### src/rtl/custom_instr_pkg.sv
// Shared types for the custom-instruction / X-interface memory channel.
package custom_instr_pkg;

   localparam int unsigned XIF_ID_WIDTH   = 4;
   localparam int unsigned XIF_ADDR_WIDTH = 32;
   localparam int unsigned XIF_DATA_WIDTH = 32;
   localparam int unsigned XIF_BE_WIDTH   = 4;

   // Access size as carried on the memory channel; encoding 3 is illegal.
   typedef enum logic [1:0] {
      SIZE_BYTE = 2'd0,
      SIZE_HALF = 2'd1,
      SIZE_WORD = 2'd2
   } mem_size_e;

   // Captured coprocessor memory request.
   typedef struct packed {
      logic [XIF_ID_WIDTH-1:0]   id;
      logic [XIF_ADDR_WIDTH-1:0] addr;
      logic                      we;
      logic [1:0]                size;
      logic [XIF_DATA_WIDTH-1:0] wdata;
   } xif_mem_req_t;

endpackage

### src/rtl/xif_mem_resp_lane.sv
// Byte-lane steering: byte enables, store replication, load extraction and
// the misaligned/illegal-size flag, all from the low address bits and size.
module xif_mem_lane
   import custom_instr_pkg::*;
(
   input  logic [1:0]                addr_lo,
   input  logic [1:0]                size,
   input  logic [XIF_DATA_WIDTH-1:0] wdata,
   input  logic [XIF_DATA_WIDTH-1:0] rdata,
   output logic [XIF_BE_WIDTH-1:0]   be_c,
   output logic [XIF_DATA_WIDTH-1:0] wdata_c,
   output logic [XIF_DATA_WIDTH-1:0] rdata_c,
   output logic                      err_c
);

   logic [XIF_DATA_WIDTH-1:0] rdata_sh;

   // Move the addressed byte down to lane 0 before masking to size.
   assign rdata_sh = rdata >> {addr_lo, 3'b000};

   // Lane decode per access size; illegal size yields no lanes.
   always_comb begin
      be_c    = '0;
      wdata_c = '0;
      rdata_c = '0;
      err_c   = 1'b0;
      case (size)
         SIZE_BYTE: begin
            be_c    = 4'b0001 << addr_lo;
            wdata_c = {4{wdata[7:0]}};
            rdata_c = {24'h0, rdata_sh[7:0]};
         end
         SIZE_HALF: begin
            be_c    = 4'b0011 << addr_lo;
            wdata_c = {2{wdata[15:0]}};
            rdata_c = {16'h0, rdata_sh[15:0]};
            err_c   = addr_lo[0];
         end
         SIZE_WORD: begin
            be_c    = 4'b1111;
            wdata_c = wdata;
            rdata_c = rdata_sh;
            err_c   = (addr_lo != 2'b00);
         end
         default: err_c = 1'b1;
      endcase
   end

endmodule

### src/rtl/xif_mem_resp.sv
// Core-side responder for the X-interface memory channel: one request at a
// time, executed on the OBI data bus, answered with a single result pulse.
module xif_mem_resp
   import custom_instr_pkg::*;
#(
   parameter int unsigned ID_WIDTH = 4
) (
   input  logic                clk_i,
   input  logic                rst_ni,
   input  logic                mem_valid_i,
   output logic                mem_ready_o,
   input  logic [ID_WIDTH-1:0] mem_id_i,
   input  logic [31:0]         mem_addr_i,
   input  logic                mem_we_i,
   input  logic [1:0]          mem_size_i,
   input  logic [31:0]         mem_wdata_i,
   output logic                mem_result_valid_o,
   output logic [ID_WIDTH-1:0] mem_result_id_o,
   output logic [31:0]         mem_result_rdata_o,
   output logic                mem_result_err_o,
   output logic                data_req_o,
   input  logic                data_gnt_i,
   output logic [31:0]         data_addr_o,
   output logic                data_we_o,
   output logic [3:0]          data_be_o,
   output logic [31:0]         data_wdata_o,
   input  logic                data_rvalid_i,
   input  logic [31:0]         data_rdata_i,
   input  logic                data_err_i,
   output logic                busy_o
);

   typedef enum logic [1:0] {
      IDLE,
      BUS_REQ,
      BUS_WAIT,
      RESULT
   } state_e;

   state_e       state_q, state_d;
   xif_mem_req_t req_q;
   logic [3:0]   be_q;
   logic [31:0]  res_rdata_q;
   logic         res_err_q;

   logic         in_idle;
   logic         accept;
   logic         capture;
   logic [1:0]   lane_addr;
   logic [1:0]   lane_size;
   logic [3:0]   lane_be;
   logic [31:0]  lane_wdata;
   logic [31:0]  lane_rdata;
   logic         lane_err;

   assign in_idle = (state_q == IDLE);
   assign accept  = in_idle && mem_valid_i;
   assign capture = (state_q == BUS_WAIT) && data_rvalid_i;

   // Lane logic sees the incoming request while idle and the held request
   // afterwards; its results only ever land in registers.
   assign lane_addr = in_idle ? mem_addr_i[1:0] : req_q.addr[1:0];
   assign lane_size = in_idle ? mem_size_i      : req_q.size;

   xif_mem_lane u_lane (
      .addr_lo (lane_addr),
      .size    (lane_size),
      .wdata   (mem_wdata_i),
      .rdata   (data_rdata_i),
      .be_c    (lane_be),
      .wdata_c (lane_wdata),
      .rdata_c (lane_rdata),
      .err_c   (lane_err)
   );

   // State register.
   always_ff @(posedge clk_i or negedge rst_ni) begin
      if (!rst_ni) begin
         state_q <= IDLE;
      end else begin
         state_q <= state_d;
      end
   end

   // Next-state logic; bad requests skip the bus entirely.
   always_comb begin
      state_d = state_q;
      case (state_q)
         IDLE:     if (mem_valid_i) state_d = lane_err ? RESULT : BUS_REQ;
         BUS_REQ:  if (data_gnt_i) state_d = BUS_WAIT;
         BUS_WAIT: if (data_rvalid_i) state_d = RESULT;
         RESULT:   state_d = IDLE;
         default:  state_d = IDLE;
      endcase
   end

   // Request capture on accept, response capture on rvalid.
   // req_q.wdata holds the already lane-replicated store data.
   always_ff @(posedge clk_i or negedge rst_ni) begin
      if (!rst_ni) begin
         req_q       <= '0;
         be_q        <= '0;
         res_rdata_q <= '0;
         res_err_q   <= 1'b0;
      end else if (accept) begin
         req_q.id    <= XIF_ID_WIDTH'(mem_id_i);
         req_q.addr  <= mem_addr_i;
         req_q.we    <= mem_we_i;
         req_q.size  <= mem_size_i;
         req_q.wdata <= lane_wdata;
         be_q        <= lane_err ? 4'b0000 : lane_be;
         res_rdata_q <= '0;
         res_err_q   <= lane_err;
      end else if (capture) begin
         res_err_q   <= data_err_i;
         res_rdata_q <= (data_err_i || req_q.we) ? 32'h0 : lane_rdata;
      end
   end

   assign mem_ready_o        = in_idle;
   assign busy_o             = !in_idle;
   assign mem_result_valid_o = (state_q == RESULT);
   assign mem_result_id_o    = ID_WIDTH'(req_q.id);
   assign mem_result_rdata_o = mem_result_valid_o ? res_rdata_q : 32'h0;
   assign mem_result_err_o   = mem_result_valid_o && res_err_q;

   assign data_req_o   = (state_q == BUS_REQ);
   assign data_addr_o  = {req_q.addr[31:2], 2'b00};
   assign data_we_o    = req_q.we;
   assign data_be_o    = be_q;
   assign data_wdata_o = req_q.wdata;

endmodule

### config.mk
export PLATFORM = sky130hd
export DESIGN_NAME = xif_mem_resp
export DESIGN_NICKNAME = d
export VERILOG_FILES = /design/src/rtl/custom_instr_pkg.sv /design/src/rtl/xif_mem_resp_lane.sv /design/src/rtl/xif_mem_resp.sv
export SDC_FILE = /design/constraint.sdc
export NUM_CORES = 1
export LEC_CHECK = 0
export ABC_CLOCK_PERIOD_IN_PS = 3350
export CAP_MARGIN = 20
export CORE_ASPECT_RATIO = 0.7
export CORE_UTILIZATION = 52
export CTS_BUF_LIST = sky130_fd_sc_hd__clkbuf_16
export DETAILED_ROUTE_END_ITERATION = 10
export DONT_BUFFER_PORTS = 1
export PLACE_DENSITY = 0.67
export SLEW_MARGIN = 20
export SYNTH_ARGS = -nofsm -noshare
export SYNTH_HDL_FRONTEND = slang
export SYNTH_SLANG_ARGS = --single-unit
### constraint.sdc
create_clock -name clk_i -period 3.35 [get_ports clk_i]
set_clock_uncertainty 0.2 [all_clocks]
set_input_delay 0.335 -clock clk_i [delete_from_list [all_inputs] [get_ports clk_i]]
set_output_delay 0.335 -clock clk_i [all_outputs]
set_load 0.1 [all_outputs]
======== Word-level counts from Yosys, hierarchy flattened ========
Cells that the tools add are included.
W data, S select, Z words.
storage, ports and cells
  flip-flop bits (word level) ............. 110
  input port bits ......................... 109
  output and inout port bits .............. 110
  word-level logic and storage cells ...... 48
operators by class
  eq/ne operators ......................... 8
  shifts and indexed selects .............. 3
  mux-type cells .......................... 18
  reductions and logical operators ........ 10
operator list
  operator               number
  $pmux W32 S3           2
  $mux W32               4
  $shr A32 B5 Y32        1
  $mux W2                6
  $pmux W4 S3            1
  $pmux W2 S4            1
  $eq A2 B2 Y1 const B   3
  $eq A2 B1 Y1 const B   2
  $logic_not A2 Y1       2
  $mux W4                1
  $ne A2 B2 Y1 const B   2
  $reduce_bool A2 Y1     2
  $shl A1 B2 Y4 const A  1
  $shl A2 B2 Y4 const A  1
  $logic_and A1 B1 Y1    3
  $pmux W1 S3            1
  $reduce_and A3 Y1      1
  $mux W1                2
  $ne A2 B1 Y1 const B   1
  $logic_not A1 Y1       1
  $logic_or A1 B1 Y1     1

======== Longest topological paths before layout ========
Gate-level depths: netlist of the first run.
  depth after elaboration ................. 7
  gate-level depth with buffers ........... 9
  depth with buffers taken out ............ 6

======== Modules after synthesis ========
Synthesis of the first run repeated with hierarchy kept, for this count alone.
unflattened totals
  cell total of the unflattened synthesis .. 546
  area total of the unflattened synthesis .. 6,125.9 um2
by module, submodules not included
  module        times used  cells each  area an instance (um2)  sequential area each (um2)
  xif_mem_resp  1           372         4,964.8                 2,752.6
  xif_mem_lane  1           174         1,161.1                 0.0

======== Worst setup path after synthesis of the first run ========
OpenSTA, ideal clock, no wires.
  kind .................................... register to register
  start point ............................. reg state_q[0]
  end point ............................... reg req_q, in the netlist data_wdata_o[30]
  setup time .............................. 0.136 ns
  data arrival time ....................... 2.793 ns
  required time ........................... 3.014 ns
  slack ................................... 0.220 ns
  stages on the path, launching flop included .. 10
  path buffers ............................ 3
  period minus slack after synthesis ...... 3.130 ns
  cell sequence ........................... dfrtp_1 inv_1 ha_1 buf_6 mux2i_1 buf_2 buf_2 mux2_2 a22oi_1 o21ai_0
between the ends
  longest elaborated chain between the ends .. 4
  elaborated cells between the ends (all ways) .. 7
  those cells by class .................... eq/ne: 2; mux: 2; reduce/logical: 3
ends and longest elaborated chain
  item                                        RTL line                 source
  start: declaration                          xif_mem_resp.sv:40       state_e state_q, state_d;
  start signal: assignment                    xif_mem_resp.sv:81       state_q <= state_d;
  $logic_not A2 Y1 *                          xif_mem_resp.sv:56       assign in_idle = (state_q == IDLE);
  net mem_ready_o                             xif_mem_resp.sv:11       output logic mem_ready_o,
  $mux W2                                     xif_mem_resp.sv:63       assign lane_size = in_idle ? mem_size_i : req_q.size;
  $eq A2 B2 Y1, or another cell as far along  xif_mem_resp_lane.sv:27  case (size)
  $pmux W32 S3                                xif_mem_resp_lane.sv:27
  end: declaration                            xif_mem_resp.sv:41       xif_mem_req_t req_q;
Mark *: on every way through the listed nets, which the timed path passes. The rest lies on a longest branch.
A chain may end at the register's enable or synchronous reset.

======== Worst setup path after layout of the first run ========
  start point ............................. reg state_q[0]
  end point ............................... reg res_rdata_q[13]
between the ends
  longest elaborated chain between the ends .. 7
  elaborated cells between the ends (all ways) .. 15
  those cells by class .................... eq/ne: 3; shift: 1; mux: 6; reduce/logical: 5
ends and longest elaborated chain
  item                                           RTL line                                source
  $logic_not A2 Y1                               xif_mem_resp.sv:56
  $mux W2, on equally long branches              xif_mem_resp.sv:62, xif_mem_resp.sv:63
  $shr A32 B5 Y32, or another cell as far along  xif_mem_resp_lane.sv:19                 assign rdata_sh = rdata >> {addr_lo, 3'b000};
  $pmux W32 S3                                   xif_mem_resp_lane.sv:27
  $mux W32                                       xif_mem_resp.sv:116                     res_rdata_q <= (data_err_i || req_q.we) ? 32'h0 : lane_rdata;
  $mux W32                                       xif_mem_resp.sv:114                     end else if (capture) begin
  $mux W32                                       xif_mem_resp.sv:105                     end else if (accept) begin
  end signal: assignment                         xif_mem_resp.sv:116
  end: declaration                               xif_mem_resp.sv:43                      logic [31:0] res_rdata_q;
Several ways; a longest one is shown, not always the timed one. The select of a mux whose other input is x is not followed.

==> flow_metrics.env, run 1 <==
export IMPL_critPathKind="flip-flop to flip-flop"
export IMPL_synth_cells=518
export IMPL_ant_nets=0
export IMPL_worstHoldPathType="primary input to flip-flop"
export IMPL_rsz0062_at_grt="no"
export IMPL_drive_above_1_share=0.2379
export IMPL_viasPerCell=5.684
export IMPL_grt_max_degree=111
export IMPL_yosysUniqueCellTypes=37
export IMPL_path_cells="inv_1 > ha_2 > mux2_2 > xnor2_1 > nor2b_1 > buf_4 > a22o_1"
export IMPL_cts_tree="yes"
export IMPL_gp_congestion=0.8285
export IMPL_synth_xor_area_share=0.003063
export IMPL_insertion_delay_ps=350
export IMPL_cts_num_sinks=110
export IMPL_port_buffers=0
export IMPL_synth_mux_area_frac=0.1479
export IMPL_cp_max_fo=9
export IMPL_ys_ff_latch=110
export IMPL_finalSetupViolCount=0
export IMPL_vias=3899
export IMPL_slowest_stage="xnor2_1"
export IMPL_status="finished, final reports clean"
export IMPL_synth_top_family_by_area="multiplexers"
export IMPL_maxSlewViolCount=0
export IMPL_mostFrequentLayoutCells="dfrtp_1 (110), dlygate4sd3_1 (57), nand2_1 (54)"
export IMPL_max_slew_margin_rel=0.3543
export IMPL_finalCriticalPeriod_ps=2856
export IMPL_maxCapViolations=0
export IMPL_mostFrequentLayoutCell="dfrtp_1"
export IMPL_wire_per_inst_um=20.11
export IMPL_postCtsSetupRepairBufs=0
export IMPL_cts_resized_gates=0
export IMPL_dr_pass1_iters=4
export IMPL_die_w_um=127.4
export IMPL_drcViolationCount=0
export IMPL_synth_fa_ha_area_frac=0.008751
export IMPL_overflow=0
export IMPL_grt_pass1_wl_mm=21.75
export IMPL_finalNetCount=646
export IMPL_syn_avg_cell_area_um2=11.04
export IMPL_first_iter_violations=194
export IMPL_cp_end_kind="flip-flop"
export IMPL_start_util=0.5441
export IMPL_rows=31
export IMPL_fin_tns_setup_ps=0
export IMPL_dp_hpwl_mm=9.154
export IMPL_setup_worst_path_start_class="flip-flop"
export IMPL_ioPinCount=219
export IMPL_yosysSeqAreaShare=0.4813
export IMPL_cts_root_buf="clkbuf_16"
export IMPL_clock_path_buffers=2
export IMPL_cp_required_ps=3430
export IMPL_die_h_um=89.75
export IMPL_fmax_mhz=350.1
export IMPL_antenna_found_initial=0
export IMPL_synth_compound_area_frac=0.1442
export IMPL_netlist_area_um2=5719
export IMPL_core_um2=10510
export IMPL_diodes=0
export IMPL_hold_viol_final=0
export IMPL_finalCritPeriodShare=0.8527
export IMPL_wl_mm=13.80
export IMPL_tightest_slew_ps=968.6
export IMPL_htreeDepth=3
export IMPL_syn_to_final_growth_pct=14.02
export IMPL_path_clk_slew_ps=70
export IMPL_synth_simple_gate_area_frac=0.09429
export IMPL_dieArea_um2=11430
export IMPL_max_stage_delay_ps=660
export IMPL_yosys_warnings=0
export IMPL_worst_ep_arrival_time_ps=2940
export IMPL_cts_buffers=9
export IMPL_grt_total_usage=0.2463
export IMPL_grt_pass1_vias=4069
## cell families after synthesis
| logic type | after synthesis |
|---|---|
| fa+ha+maj | 4 |
| xor+xnor | 2 |
| compound gates | 111 |
| flops | 110 |
| other cells | 1 |
| mux | 78 |
| simple gates | 105 |
| buf+inv | 107 |
## sequential cells by signal, summed over array words and instances (netlist names)
register / flops
data_addr_o: 30
data_be_o: 4
data_wdata_o: 32
data_we_o: 1
mem_result_id_o: 4
req_q: 4
res_err_q: 1
res_rdata_q: 32
state_q: 2
## metal layers
layer	vias to the layer above	share of wire	global-route usage
met5	-	0	0
met4	0	0.011	0.05655
met3	13	0.097	0.09226
met2	184	0.45	0.3811
met1	1908	0.44	0.3282
li1	1794	-	-
## cell usage after synthesis (all sizes together)
cell type,instances,area [um2]
dfrtp,110,2753
buf,78,576.8
nand2,55,214.0
mux2,49,551.8
and2,37,231.5
o21ai,36,210.2
mux2i,29,294.0
a22oi,25,187.7
a22o,24,210.2
clkbuf,23,86.33
a32o,8,80.08
o2bb2ai,8,70.07
inv,6,22.52
nor2,5,21.27
a21oi,4,20.02
ha,4,50.05
o31ai,3,22.52
nand3,2,10.01
xnor2,2,17.52
a21boi,1,7.510
a222oi,1,10.01
a31oi,1,6.260
conb,1,3.750
nor2b,1,6.260
nor3,1,5.000
nor4,1,21.27
nor4b,1,8.760
or4,1,7.510
or4b,1,13.76
## per-stage QoR
step / std cells / setup slack [ps] / instance area (um2) / util / hold WS [ps]
detailed placement: 612 / 524.9 / 5645 / 0.5371 / -158.6
floorplan: 519 / 220.4 / 5723 / - / -160.6
global placement: 612 / 634.8 / 5645 / 0.5371 / -158.5
global route: 686 / 325.1 / 6521 / 0.6204 / 7.849
finish: 686 / 493.5 / 6521 / 0.6204 / 6.754
CTS: 686 / 499.8 / 6520 / 0.6203 / 0.5270
## timing repair
| item | CTS | global route |
|---|---|---|
| hold buffers | 58 | 0 |
| endpoints found under the setup margin | 0 | 0 |
| hold endpoints to repair | 168 | 0 |
## worst max-delay path, delay by kind of cell (launching register included)
family	cells	cell delay (ps)
XOR/XNOR	1	660
flip-flops	1	410
AND/OR/NAND/NOR	1	230
buffers and inverters	2	290
multiplexers	1	480
adder cells (fa/ha/maj)	1	390
AO/OA/AOI/OAI	1	140
## area by class of cell
cell class / instances / area (um2)
clock inverter: 7 / 51.30
tap: 148 / 185.2
multi-input combinational: 302 / 2316
fill: 820 / 3990
sequential: 110 / 2753
inverter: 6 / 22.52
timing repair buffer: 104 / 968.4
clock buffer: 9 / 225.2
## path summary, 6_finish.rpt
kind                                             start                            to  slack, ps  cells after the start
min in group asynchronous                       rst_ni   data_addr_o[22]$_DFFE_PN0P_        380                      2
hold / removal                          mem_wdata_i[3]  data_wdata_o[11]$_DFFE_PN0P_          7                      2
setup reg to reg                state_q[0]$_DFFE_PN0P_   res_rdata_q[13]$_DFFE_PN0P_        490                      7
setup / recovery                state_q[0]$_DFFE_PN0P_   res_rdata_q[13]$_DFFE_PN0P_        490                      7
hold reg to reg            res_rdata_q[16]$_DFFE_PN0P_   res_rdata_q[16]$_DFFE_PN0P_        270                      2
max in group asynchronous                       rst_ni   res_rdata_q[30]$_DFFE_PN0P_       2150                      2
Power of run 1 is not shown: default switching activity piles up to over one toggle a cycle in this logic, so the estimate is an artifact.
==> run 2: changes to the inputs <==
--- a/config.mk
+++ b/config.mk
@@ -12,7 +12,7 @@
 export CTS_BUF_LIST = sky130_fd_sc_hd__clkbuf_16
 export DETAILED_ROUTE_END_ITERATION = 10
 export DONT_BUFFER_PORTS = 1
-export PLACE_DENSITY = 0.67
+export PLACE_DENSITY = 0.7
 export SLEW_MARGIN = 20
 export SYNTH_ARGS = -nofsm -noshare
 export SYNTH_HDL_FRONTEND = slang
==> run 2 against run 1 <==
Against the previous run: register-to-register slack got worse by 180 ps; non-clock buffer count increased by 3; worst hold slack improved by 1.3 ps; critical path type unchanged; highest routed layer unchanged; first-iteration DRC count increased by 15%; routed wire length increased by 0.73%; cell area increased by 0.67%.
==> flow_metrics.env, run 2 (synthesis gave the netlist of run 1 again) <==
export IMPL_worst_ep_arrival_time_ps=3120
export IMPL_hold_start="mem_wdata_i[18]"
export IMPL_cp_top_family="buffers and inverters"
export IMPL_startpoint="state_q[1]$_DFFE_PN0P_"
export IMPL_drcViolationCount=0
export IMPL_finalSetupViolCount=0
export IMPL_mostFrequentLayoutCells="dfrtp_1 (110), dlygate4sd3_1 (62), nand2_1 (54)"
export IMPL_critPathKind="flip-flop to flip-flop"
export IMPL_dieArea_um2=11430
export IMPL_htreeDepth=3
export IMPL_gp_congestion=0.8567
export IMPL_hold_viol_final=0
export IMPL_insertion_delay_ps=340
export IMPL_rsz0062_at_grt="no"
export IMPL_tightest_slew_ps=1081
export IMPL_cp_max_fo=105
export IMPL_mostFrequentLayoutCell="dfrtp_1"
export IMPL_setup_worst_path_start_class="flip-flop"
export IMPL_cts_num_sinks=110
export IMPL_nFillCells=851
export IMPL_overflow=0
export IMPL_grt_total_usage=0.2469
export IMPL_syn_to_final_growth_pct=14.79
export IMPL_max_stage_delay_ps=760
export IMPL_path_cells="inv_1 > ha_2 > buf_4 > nand2_4 > buf_4 > a21oi_1 > a21oi_1 > dlygate4sd3_1"
export IMPL_dr_pass1_iters=5
export IMPL_cts_tree="yes"
export IMPL_path_clk_slew_ps=80
export IMPL_cp_required_ps=3430
export IMPL_grt_pass1_wl_mm=21.89
export IMPL_antenna_found_initial=0
export IMPL_die_w_um=127.4
export IMPL_first_iter_violations=224
export IMPL_ant_nets=0
export IMPL_die_h_um=89.75
export IMPL_cts_buffers=9
export IMPL_crit_buf_inv=4
export IMPL_grt_pass1_vias=4140
export IMPL_finalCritPeriodShare=0.9063
export IMPL_maxCapViolations=0
export IMPL_wire_per_inst_um=20.17
export IMPL_status="finished, final reports clean"
export IMPL_maxSlewViolCount=0
export IMPL_ioPinCount=219
export IMPL_cts_resized_gates=0
export IMPL_viasPerCell=5.759
export IMPL_start_util=0.5441
export IMPL_vias=3968
export IMPL_finalNetCount=649
export IMPL_slowest_stage="buf_4"
export IMPL_core_um2=10510
export IMPL_fin_tns_setup_ps=0
export IMPL_clock_path_buffers=2
export IMPL_cts_root_buf="clkbuf_16"
export IMPL_diodes=0
export IMPL_cp_end_kind="flip-flop"
export IMPL_fmax_mhz=329.4
export IMPL_rows=31
export IMPL_worstHoldPathType="primary input to flip-flop"
export IMPL_dp_hpwl_mm=9.331
export IMPL_drive_above_1_share=0.2366
export IMPL_max_slew_margin_rel=0.2793
export IMPL_port_buffers=0
export IMPL_finalCriticalPeriod_ps=3036
export IMPL_r2r_start="state_q[1]$_DFFE_PN0P_"
export IMPL_grt_max_degree=111
export IMPL_wl_mm=13.90
run 2: metal layers:
layer  global-route usage  up-vias  share of wire
li1                     -     1788              -
met1               0.3286     1955           0.43
met4              0.06448        0          0.013
met5                    0        -              0
met2               0.3848      207           0.46
met3              0.08512       18           0.10
run 2: area by class of cell:
| cell class | count | area [um2] | area share |
|---|---|---|---|
| clock buffers | 9 | 225.2 | 0.03431 |
| clock inverters | 7 | 85.08 | 0.01296 |
| inverters | 6 | 22.52 | 0.003431 |
| multi-input cells | 302 | 2316 | 0.3528 |
| flip-flops and latches | 110 | 2753 | 0.4193 |
| well taps | 148 | 185.2 | 0.02821 |
| repair buffers | 107 | 978.4 | 0.1490 |
run 2: worst paths after layout:
| kind | cells after the start | endpoint | slack [ps] |
|---|---|---|---|
| worst max-delay path | 8 | res_err_q$_DFFE_PN0P_ | 310 |
| worst min-delay path | 2 | data_wdata_o[18]$_DFFE_PN0P_ | 8 |
| worst max register to register | 8 | res_err_q$_DFFE_PN0P_ | 310 |
| worst min register to register | 2 | res_rdata_q[18]$_DFFE_PN0P_ | 280 |
| max in group asynchronous | 2 | req_q[35]$_DFFE_PN0P_ | 2110 |
| min in group asynchronous | 2 | data_addr_o[18]$_DFFE_PN0P_ | 380 |
run 2: worst register-to-register path: cells and delay by family (launching register included):
| kind | cells | cell delay [ps] |
|---|---|---|
| buffers and inverters | 4 | 1700 |
| AND/OR/NAND/NOR | 1 | 110 |
| flip-flops | 1 | 410 |
| adder cells (fa/ha/maj) | 1 | 270 |
| AO/OA/AOI/OAI | 2 | 290 |
run 2: stage by stage:
stage	std cells	area, um2	setup WS (ps)	hold slack [ps]	util
6_report	689	6565	313.9	8.079	0.6246
5_1_grt	689	6565	142.9	12.53	0.6246
4_1_cts	689	6564	348.7	0.3198	0.6244
3_5_place_dp	610	5605	436.0	-158.3	0.5333
3_3_place_gp	610	5605	591.1	-158.6	0.5333
2_1_floorplan	519	5723	220.4	-160.6	-
run 2: repair_timing:
item / CTS / global route
setup buffers: 0 / 0
endpoints found under the hold margin: 175 / 0
hold buffers: 63 / 0
endpoints found under the setup margin: 0 / 0
Power of run 2 is left out for the same reason.
==> run 3: changes to the inputs <==
--- a/config.mk
+++ b/config.mk
@@ -5,6 +5,7 @@
 export SDC_FILE = /design/constraint.sdc
 export NUM_CORES = 1
 export LEC_CHECK = 0
+export ABC_AREA = 1
 export ABC_CLOCK_PERIOD_IN_PS = 3350
 export CAP_MARGIN = 20
 export CORE_ASPECT_RATIO = 0.7
==> run 3 against run 2 <==
Against the previous run: core utilization fell by 1.2 points; cell count grew 46%; critical path depth increased by 1; global-route usage up 3.4 points; worst setup slack improved by 0.97 ps; routed wire length increased by 20%; die area grew 5.3%; first-iteration DRC count is 110% higher; cell area increased by 3.8%; non-clock buffer count up 5; worst hold slack better by 0.87 ps; register-to-register slack is essentially flat; critical endpoint is now data_wdata_o[16]$_DFFE_PN0P_; largest cell class unchanged.
==> flow_metrics.env, run 3 <==
export IMPL_status="finished, final reports clean"
export IMPL_htreeDepth=3
export IMPL_wl_mm=16.73
export IMPL_syn_avg_cell_area_um2=7.282
export IMPL_first_iter_violations=477
export IMPL_diodes=0
export IMPL_synth_cells=828
export IMPL_slowest_stage="dlygate4sd3_1"
export IMPL_max_slew_margin_rel=0.3453
export IMPL_cts_tree="yes"
export IMPL_yosysSeqAreaShare=0.4565
export IMPL_tightest_slew_ps=982.1
export IMPL_synth_area_top_cells="dfrtp_1 (46%), nand2_1 (26%), buf_4 (8.5%)"
export IMPL_path_cells="inv_1 > ha_2 > nand2_2 > buf_4 > inv_2 > buf_12 > nor2_1 > a31oi_1 > dlygate4sd3_1"
export IMPL_ys_ff_latch=110
export IMPL_wire_per_inst_um=16.66
export IMPL_vias=5179
export IMPL_grt_max_degree=111
export IMPL_cts_buffers=9
export IMPL_synth_edf_count=0
export IMPL_mostFrequentLayoutCells="nand2_1 (425), dfrtp_1 (110), dlygate4sd3_1 (69)"
export IMPL_insertion_delay_ps=350
export IMPL_drcViolationCount=0
export IMPL_critPathKind="flip-flop to flip-flop"
export IMPL_cts_root_buf="clkbuf_16"
export IMPL_netlist_area_um2=6030
export IMPL_port_buffers=0
export IMPL_ioPinCount=219
export IMPL_path_clk_slew_ps=70
export IMPL_max_stage_delay_ps=560
export IMPL_grt_total_usage=0.2804
export IMPL_gp_congestion=0.9329
export IMPL_overflow=0
export IMPL_grt_pass1_vias=4817
export IMPL_cp_required_ps=3430
export IMPL_drive_above_1_share=0.09283
export IMPL_setup_worst_path_start_class="flip-flop"
export IMPL_worst_ep_arrival_time_ps=3110
export IMPL_synth_top_flop_cell="dfrtp_1"
export IMPL_finalCriticalPeriod_ps=3035
export IMPL_rsz0062_at_grt="no"
export IMPL_cts_num_sinks=110
export IMPL_maxSlewViolCount=0
export IMPL_maxCapViolations=0
export IMPL_mostFrequentLayoutCell="nand2_1"
export IMPL_synth_top_cell_area_share=0.4565
export IMPL_hold_viol_final=0
export IMPL_yosysMostFrequentCell="nand2_1"
export IMPL_synth_common_cells="nand2_1 (425), dfrtp_1 (110), buf_4 (68)"
export IMPL_yosysTopAreaCell="dfrtp_1"
export IMPL_start_util=0.5417
export IMPL_fin_tns_setup_ps=0
export IMPL_finalCritPeriodShare=0.9060
export IMPL_postCtsSetupRepairBufs=0
export IMPL_finalSetupViolCount=0
export IMPL_finalNetCount=960
export IMPL_worstHoldPathType="primary input to flip-flop"
export IMPL_dp_hpwl_mm=11.53
export IMPL_nFillCells=1021
export IMPL_cp_max_fo=60
export IMPL_clock_path_buffers=2
export IMPL_synth_async_sr_flop_share=1.000
export IMPL_rows=32
export IMPL_yosysUniqueCellTypes=25
export IMPL_dieArea_um2=12040
export IMPL_core_um2=11130
export IMPL_fmax_mhz=329.5
export IMPL_syn_to_final_growth_pct=13.01
export IMPL_yosys_warnings=0
export IMPL_antenna_found_initial=0
export IMPL_viasPerCell=5.158
export IMPL_grt_pass1_wl_mm=25.63
export IMPL_die_w_um=130.7
export IMPL_ant_nets=0
export IMPL_die_h_um=92.09
export IMPL_dr_pass1_iters=6
export IMPL_cp_end_kind="flip-flop"
==> run 3: final cells by class <==
type                            count  area (um2)  share of cell area
Tap cell                          153       191.4             0.02809
Timing Repair Buffer              112        1046              0.1535
Sequential cell                   110        2753              0.4040
Clock buffer                        9       225.2             0.03305
Clock inverter                      6       40.04            0.005876
Inverter                           54       205.2             0.03011
Multi-Input combinational cell    560        2354              0.3454
==> run 3: cells by family (layout without fill, tap and decap cells) <==
family / after synthesis / after routing / synth area share
and+or+nand+nor: 524 / 524 / 0.3519
adders and majority gates: 4 / 4 / 0.008301
other: 1 / 2 / 0.0006219
buffers and inverters: 159 / 181 / 0.1546
AOI/OAI and AO/OA: 30 / 30 / 0.02802
DFF: 110 / 110 / 0.4565
==> run 3: routing by layer <==
layer	wire length, um	global-route usage	vias to the layer above	part of all wire
met5	0	0	-	0
met4	255	0.06609	0	0.015
met3	1982	0.1033	26	0.12
met2	7262	0.4237	251	0.43
met1	7231	0.3803	2408	0.43
li1	-	-	2494	-
==> run 3: worst paths after layout <==
| path | cells after the start | endpoint | slack [ps] | from |
|---|---|---|---|---|
| setup / recovery | 9 | data_wdata_o[16]$_DFFE_PN0P_ | 310 | state_q[1]$_DFFE_PN0P_ |
| hold / removal | 2 | res_rdata_q[26]$_DFFE_PN0P_ | 9 | data_rdata_i[26] |
| setup reg to reg | 9 | data_wdata_o[16]$_DFFE_PN0P_ | 310 | state_q[1]$_DFFE_PN0P_ |
| hold reg to reg | 2 | res_rdata_q[6]$_DFFE_PN0P_ | 280 | res_rdata_q[6]$_DFFE_PN0P_ |
| max in group asynchronous | 2 | data_addr_o[4]$_DFFE_PN0P_ | 2100 | rst_ni |
| min in group asynchronous | 2 | res_rdata_q[3]$_DFFE_PN0P_ | 330 | rst_ni |
==> run 3: what timing repair did <==
| action | CTS | global route |
|---|---|---|
| gates resized for setup | 0 | 0 |
| hold endpoints to repair | 175 | 0 |
| hold buffers | 70 | 0 |
==> run 3: critical path: cells and delay by family, from the launching register on <==
kind / cells / cell delay, ps
compound gates: 1 / 190
fa+ha+maj: 1 / 370
buf+inv: 5 / 1580
flops: 1 / 420
simple gates: 2 / 180
==> run 3: per-stage QoR <==
stage               setup WS [ps]  area, um2  utilization  hold WS [ps]  instances
finish                      314.8       6814       0.6122         8.948       1004
global route                56.38       6814       0.6122         13.95       1004
CTS                         323.4       6814       0.6122         1.894       1004
detailed placement          793.6       5831       0.5238        -159.3        919
global placement            890.6       5831       0.5238        -158.6        919
floorplan                   324.0       6033            -        -160.6        829
Power of run 3 is left out for the same reason.
